[config.mk]
export PLATFORM = sky130hd
export DESIGN_NAME = snake_prey_gen
export DESIGN_NICKNAME = d
export VERILOG_FILES = /design/src/rtl/snake_pkg.sv /design/src/rtl/snake_lfsr.sv /design/src/rtl/snake_prey_gen.sv
export SDC_FILE = /design/constraint.sdc
export NUM_CORES = 1
export LEC_CHECK = 0
export ABC_AREA = 1
export BUFFER_PORTS_ARGS = -buffer_cell sky130_fd_sc_hd__buf_2
export CAP_MARGIN = 20
export CORE_MARGIN = 3
export CORE_UTILIZATION = 40
export CTS_CLUSTER_DIAMETER = 50
export DETAILED_ROUTE_END_ITERATION = 12
export PLACE_DENSITY = 0.68
export SLEW_MARGIN = 10
export SYNTH_ARGS = -nofsm -noshare
export SYNTH_HDL_FRONTEND = slang
export SYNTH_HIERARCHICAL = 1
export SYNTH_SLANG_ARGS = --single-unit
[constraint.sdc]
create_clock -name clk -period 1.9 [get_ports clk]
set_clock_uncertainty 0.05 [all_clocks]
set_input_delay 0.095 -clock clk [delete_from_list [all_inputs] [get_ports clk]]
set_output_delay 0.095 -clock clk [all_outputs]
set_load 0.03 [all_outputs]
[src/rtl/snake_pkg.sv]
// Shared types and default constants for the snake prey placer.
// Nothing here depends on SNAKE_PREY_GEN_SEED_EN.
package snake_pkg;

  typedef enum logic [1:0] {
    IDLE,
    DRAW,
    CHECK,
    QWAIT
  } state_t;

  localparam int          DEF_H_LOGIC_WIDTH = 5;
  localparam int          DEF_V_LOGIC_WIDTH = 5;
  localparam logic [4:0]  DEF_H_LOGIC_MAX   = 5'd31;
  localparam logic [4:0]  DEF_V_LOGIC_MAX   = 5'd23;

  localparam int          DEF_LFSR_WIDTH    = 16;
  localparam logic [15:0] DEF_LFSR_TAPS     = 16'h8805;
  localparam logic [15:0] DEF_LFSR_SEED     = 16'hFFF0;
  localparam int          DEF_MAX_TRIES     = 15;

endpackage

[src/rtl/snake_lfsr.sv]
// Free-running left-shift Fibonacci LFSR (new bit0 = XOR of tapped bits).
// SNAKE_PREY_GEN_SEED_EN adds a runtime seed load below reset priority.
module snake_lfsr
  import snake_pkg::*;
#(
  parameter int               WIDTH = DEF_LFSR_WIDTH,
  parameter logic [WIDTH-1:0] TAPS  = DEF_LFSR_TAPS,
  parameter logic [WIDTH-1:0] SEED  = DEF_LFSR_SEED
) (
  input  logic             clk,
  input  logic             rst,
`ifdef SNAKE_PREY_GEN_SEED_EN
  input  logic             seed_load,
  input  logic [WIDTH-1:0] seed,
`endif
  output logic [WIDTH-1:0] lfsr
);

  always_ff @(posedge clk) begin
    if (rst) begin
      lfsr <= SEED;
`ifdef SNAKE_PREY_GEN_SEED_EN
    end else if (seed_load) begin
      // An all-zero state would lock the register, so fall back to SEED.
      lfsr <= (seed == '0) ? SEED : seed;
`endif
    end else begin
      lfsr <= {lfsr[WIDTH-2:0], ^(lfsr & TAPS)};
    end
  end

endmodule

[src/rtl/snake_prey_gen.sv]
// Prey placer: draws LFSR cells, rejects off-field or occupied ones, commits one.
// SNAKE_PREY_GEN_SEED_EN exposes seed_load/seed to reseed the LFSR at run time.
module snake_prey_gen
  import snake_pkg::*;
#(
  parameter int                       H_LOGIC_WIDTH = DEF_H_LOGIC_WIDTH,
  parameter int                       V_LOGIC_WIDTH = DEF_V_LOGIC_WIDTH,
  parameter logic [H_LOGIC_WIDTH-1:0] H_LOGIC_MAX   = DEF_H_LOGIC_MAX,
  parameter logic [V_LOGIC_WIDTH-1:0] V_LOGIC_MAX   = DEF_V_LOGIC_MAX,
  parameter int                       LFSR_WIDTH    = DEF_LFSR_WIDTH,
  parameter logic [LFSR_WIDTH-1:0]    LFSR_TAPS     = DEF_LFSR_TAPS,
  parameter logic [LFSR_WIDTH-1:0]    LFSR_SEED     = DEF_LFSR_SEED,
  parameter int                       MAX_TRIES     = DEF_MAX_TRIES
) (
  input  logic                     clk,
  input  logic                     rst,
  input  logic                     enb,
  input  logic                     req,
`ifdef SNAKE_PREY_GEN_SEED_EN
  input  logic                     seed_load,
  input  logic [LFSR_WIDTH-1:0]    seed,
`endif
  output logic                     busy,
  output logic                     done,
  output logic                     fail,
  output logic                     qvalid,
  output logic [H_LOGIC_WIDTH-1:0] qx,
  output logic [V_LOGIC_WIDTH-1:0] qy,
  input  logic                     qhit,
  output logic [H_LOGIC_WIDTH-1:0] preyx,
  output logic [V_LOGIC_WIDTH-1:0] preyy
);

  // Handshakes: req is taken only in IDLE with enb=1; done is a one-cycle
  // pulse and fail is valid only alongside it. qvalid presents qx/qy for one
  // cycle and qhit is sampled on the following edge.

  localparam int CW    = H_LOGIC_WIDTH + V_LOGIC_WIDTH;
  localparam int TRY_W = (MAX_TRIES > 1) ? $clog2(MAX_TRIES) : 1;
  localparam logic [TRY_W-1:0] LAST_TRY = TRY_W'(MAX_TRIES - 1);

  state_t                   state;
  logic [TRY_W-1:0]         tries;
  logic [H_LOGIC_WIDTH-1:0] cand_x;
  logic [V_LOGIC_WIDTH-1:0] cand_y;
  logic [LFSR_WIDTH-1:0]    lfsr_q;
  logic [CW-1:0]            draw_bits;
  logic                     in_range;
  logic                     give_up;

  snake_lfsr #(
    .WIDTH (LFSR_WIDTH),
    .TAPS  (LFSR_TAPS),
    .SEED  (LFSR_SEED)
  ) u_lfsr (
    .clk       (clk),
    .rst       (rst),
`ifdef SNAKE_PREY_GEN_SEED_EN
    .seed_load (seed_load),
    .seed      (seed),
`endif
    .lfsr      (lfsr_q)
  );

  // Only the low H+V bits of the LFSR form a candidate cell.
  assign draw_bits = CW'(lfsr_q);
  assign in_range  = ({1'b0, cand_x} <= {1'b0, H_LOGIC_MAX}) &&
                     ({1'b0, cand_y} <= {1'b0, V_LOGIC_MAX});
  assign give_up   = (tries == LAST_TRY);
  assign busy      = (state != IDLE);

  always_ff @(posedge clk) begin
    if (rst) begin
      state  <= IDLE;
      tries  <= '0;
      cand_x <= '0;
      cand_y <= '0;
      qx     <= '0;
      qy     <= '0;
      qvalid <= 1'b0;
      preyx  <= '0;
      preyy  <= '0;
      done   <= 1'b0;
      fail   <= 1'b0;
    end else if (!enb) begin
      // Paused: everything holds except the completion pulse.
      done <= 1'b0;
      fail <= 1'b0;
    end else begin
      done   <= 1'b0;
      fail   <= 1'b0;
      qvalid <= 1'b0;
      case (state)
        IDLE: begin
          if (req) begin
            tries <= '0;
            state <= DRAW;
          end
        end
        DRAW: begin
          cand_x <= draw_bits[CW-1:V_LOGIC_WIDTH];
          cand_y <= draw_bits[V_LOGIC_WIDTH-1:0];
          state  <= CHECK;
        end
        CHECK: begin
          if (!in_range) begin
            if (give_up) begin
              done  <= 1'b1;
              fail  <= 1'b1;
              state <= IDLE;
            end else begin
              tries <= tries + 1'b1;
              state <= DRAW;
            end
          end else begin
            qvalid <= 1'b1;
            qx     <= cand_x;
            qy     <= cand_y;
            state  <= QWAIT;
          end
        end
        QWAIT: begin
          if (qhit) begin
            if (give_up) begin
              done  <= 1'b1;
              fail  <= 1'b1;
              state <= IDLE;
            end else begin
              tries <= tries + 1'b1;
              state <= DRAW;
            end
          end else begin
            preyx <= cand_x;
            preyy <= cand_y;
            done  <= 1'b1;
            state <= IDLE;
          end
        end
        default: state <= IDLE;
      endcase
    end
  end

endmodule

==> impl_metrics.json <==
{
  "status": "completed",
  "die_area_um2": 5970,
  "postRouteAntennaNets": 0,
  "avgSynthCellArea_um2": 8.68,
  "whs_ns": 0.0408,
  "htree_levels": 2,
  "drt-initial-drc-count": 87,
  "final_hold_viol_count": 0,
  "clk_latency_ns": 0.30,
  "critPathLaunchType": "register",
  "syn_area_um2": 2030,
  "ir_drop_uv": 311,
  "mostFrequentLayoutCell": "dfxtp_1",
  "cts_tree": "done",
  "cpMaxStageDelayCell": "dfxtp_1",
  "grt_pass1_wl_mm": 6.26,
  "slowest_delay_ns": 0.42,
  "cpLargestDelayFamily": "flip-flops",
  "worstPathRequired_ns": 2.03,
  "end_kind": "register",
  "critPathBufInv": 1,
  "drive_above_1_share_pct": 24.3,
  "portBuffers": 28,
  "max_freq_mhz": 645,
  "rows": 25,
  "crit_path_max_fanout": 7,
  "gp_congestion": 0.775,
  "synth.yosys.seq_area_share_pct": 54.2,
  "clkTransAtPathRegs_ns": 0.09,
  "dpl.hpwl_mm": 2.41,
  "setup_ws_ns": 0.351,
  "fin_setup_tns_ns": 0,
  "die_h_um": 77.3,
  "insertedDiodeCount": 0,
  "first_pass_iters": 3,
  "cts_max_path_buffers": 2,
  "drv_cap": 0,
  "ios": 29,
  "worstHoldStart": "enb",
  "grt_max_degree": 32,
  "setup_viol": 0,
  "layout_common_cells": "dfxtp_1 (55), a21oi_1 (33), buf_2 (28)",
  "area_growth_pct": 14.0,
  "slew_headroom_pct": 78.2,
  "wirelength_mm": 3.47,
  "finalInstanceArea_um2": 2320,
  "period_needed_ns": 1.55,
  "postCtsSetupBuffers": 0,
  "yosysWarnings": 6,
  "grt_setup_unrepaired": "false",
  "start_util_pct": 42.2,
  "path_common_cell": "nand2_1",
  "fin_util_pct": 48.1,
  "reg2reg_from": "tries[0]",
  "dpl_cell_area_um2": 2220,
  "cts_buffers": 5,
  "hold_buffers": 0,
  "routedWlPerCell_um": 10.5,
  "cp.arrival_ns": 1.68,
  "p_leak_nw": 0.976,
  "worstHoldPathType": "primary input to register",
  "gr-total-overflow": 0,
  "yosys_register_bits": 55,
  "root_buffer": "clkbuf_8",
  "clkSinkCount": 55,
  "drc": 0,
  "vias": 1545,
  "place_ws_ns": 0.372,
  "worstMarginPinSlew_ns": 0.326,
  "cts_resized": 0,
  "nFillCells": 498,
  "antenna_found_initial": 0,
  "startpoint": "tries[0]",
  "cellPowerDensity_nw_per_um2": 898,
  "crit_chain": "inv_1 > ha_1 > nand2_1 > nor2_2 > a21oi_2 > nand2_1 > nand2_1 > a21oi_1",
  "grt_pass1_vias": 1404,
  "routed_via_density": 4.68,
  "report.final.slew_viol_count": 0,
  "nets": 269,
  "syn_inst": 234,
  "worstSetupPathType": "register to register",
  "grtUsageTotal_pct": 12.6,
  "syn-num-nets": 241,
  "fin_crit_sh_pct": 81.5,
  "dieWidth_um": 77.3,
  "ys_types": 26,
  "design.core.area_um2": 4820
}
## cell families after synthesis
group,share of synthesized area [%]
AO/OA/AOI/OAI,19.2
AND/OR/NAND/NOR,17.1
flip-flops,54.2
buffers and inverters,7.94
adder cells (fa/ha/maj),1.23
XOR/XNOR,0.431
## sequential cells by signal, indices dropped and copies added (netlist names)
name / flops
tries: 4
fail: 1
cand_y: 5
preyy: 5
qvalid: 1
state: 2
done: 1
qx: 5
u_lfsr/lfsr: 16
preyx: 5
qy: 5
cand_x: 5
## worst min-delay path, stage by stage
cell and delay (ns):
buf_2 0.13, nand2_1 0.08, a21oi_1 0.05
## synthesized netlist by cell type
| cell | number | area share [%] |
|---|---|---|
| nand2_1 | 24 | 4.4 |
| ha_1 | 2 | 1.2 |
| inv_1 | 24 | 4.4 |
| buf_2 | 3 | 0.74 |
| dfxtp_1 | 55 | 54 |
| nand4_1 | 1 | 0.31 |
| a21oi_1 | 33 | 8.1 |
| xnor2_1 | 1 | 0.43 |
| nand3_1 | 9 | 2.2 |
| a211oi_1 | 1 | 0.37 |
| clkbuf_1 | 3 | 0.55 |
| inv_2 | 1 | 0.18 |
| nor2_2 | 3 | 0.92 |
| nor3_1 | 1 | 0.25 |
| nor2_1 | 11 | 2.0 |
| nand2_2 | 4 | 1.2 |
| buf_6 | 1 | 0.55 |
| or2_1 | 6 | 1.8 |
| a21oi_2 | 7 | 3.0 |
| nor3_2 | 1 | 0.49 |
| or2_2 | 6 | 1.8 |
| o21ai_0 | 21 | 5.2 |
| buf_4 | 4 | 1.5 |
| o21ai_1 | 10 | 2.5 |
| nor2_8 | 1 | 0.99 |
| nand3_2 | 1 | 0.49 |
## through the flow
step,power [W],instances
after floorplan,0.00141,234
after global placement,0.00145,322
after detailed placement,0.00146,322
after CTS,0.00211,330
after global routing,0.00219,330
final,0.00208,330
## path summary, 6_finish.rpt
check                    endpoint  cells after the start  slack, ns
setup reg to reg         tries[0]                      8       0.35
setup / recovery         tries[0]                      8       0.35
hold reg to reg   u_lfsr/lfsr[13]                      1       0.37
hold / removal               done                      3       0.04
## layout make-up
type / instances / area [um2] / area share, %
clock buffers: 6 / 82.6 / 3.56
clock inverters: 2 / 16.3 / 0.702
inverters: 25 / 93.8 / 4.05
multi-input cells: 143 / 769 / 33.2
flip-flops and latches: 55 / 1100 / 47.5
well taps: 67 / 83.8 / 3.62
repair buffers: 32 / 170 / 7.34
## per-layer routing
| metal | vias up | routed length, um | global-route usage (%) |
|---|---|---|---|
| met4 | 0 | 44 | 4.27 |
| met1 | 695 | 1700 | 16.5 |
| li1 | 822 | - | - |
| met3 | 5 | 113 | 3.29 |
| met5 | - | 0 | 0 |
| met2 | 23 | 1610 | 20.0 |
## power breakdown
| group | leakage, nW | internal (W) | switching (W) |
|---|---|---|---|
| Combinational | 0.482 | 0.0000654 | 0.000141 |
| Sequential | 0.447 | 0.00119 | 0.0000282 |
| Clock | 0.0474 | 0.000298 | 0.000355 |
| Total | 0.976 | 0.00156 | 0.000525 |
Power figures use the tool's default switching activity.
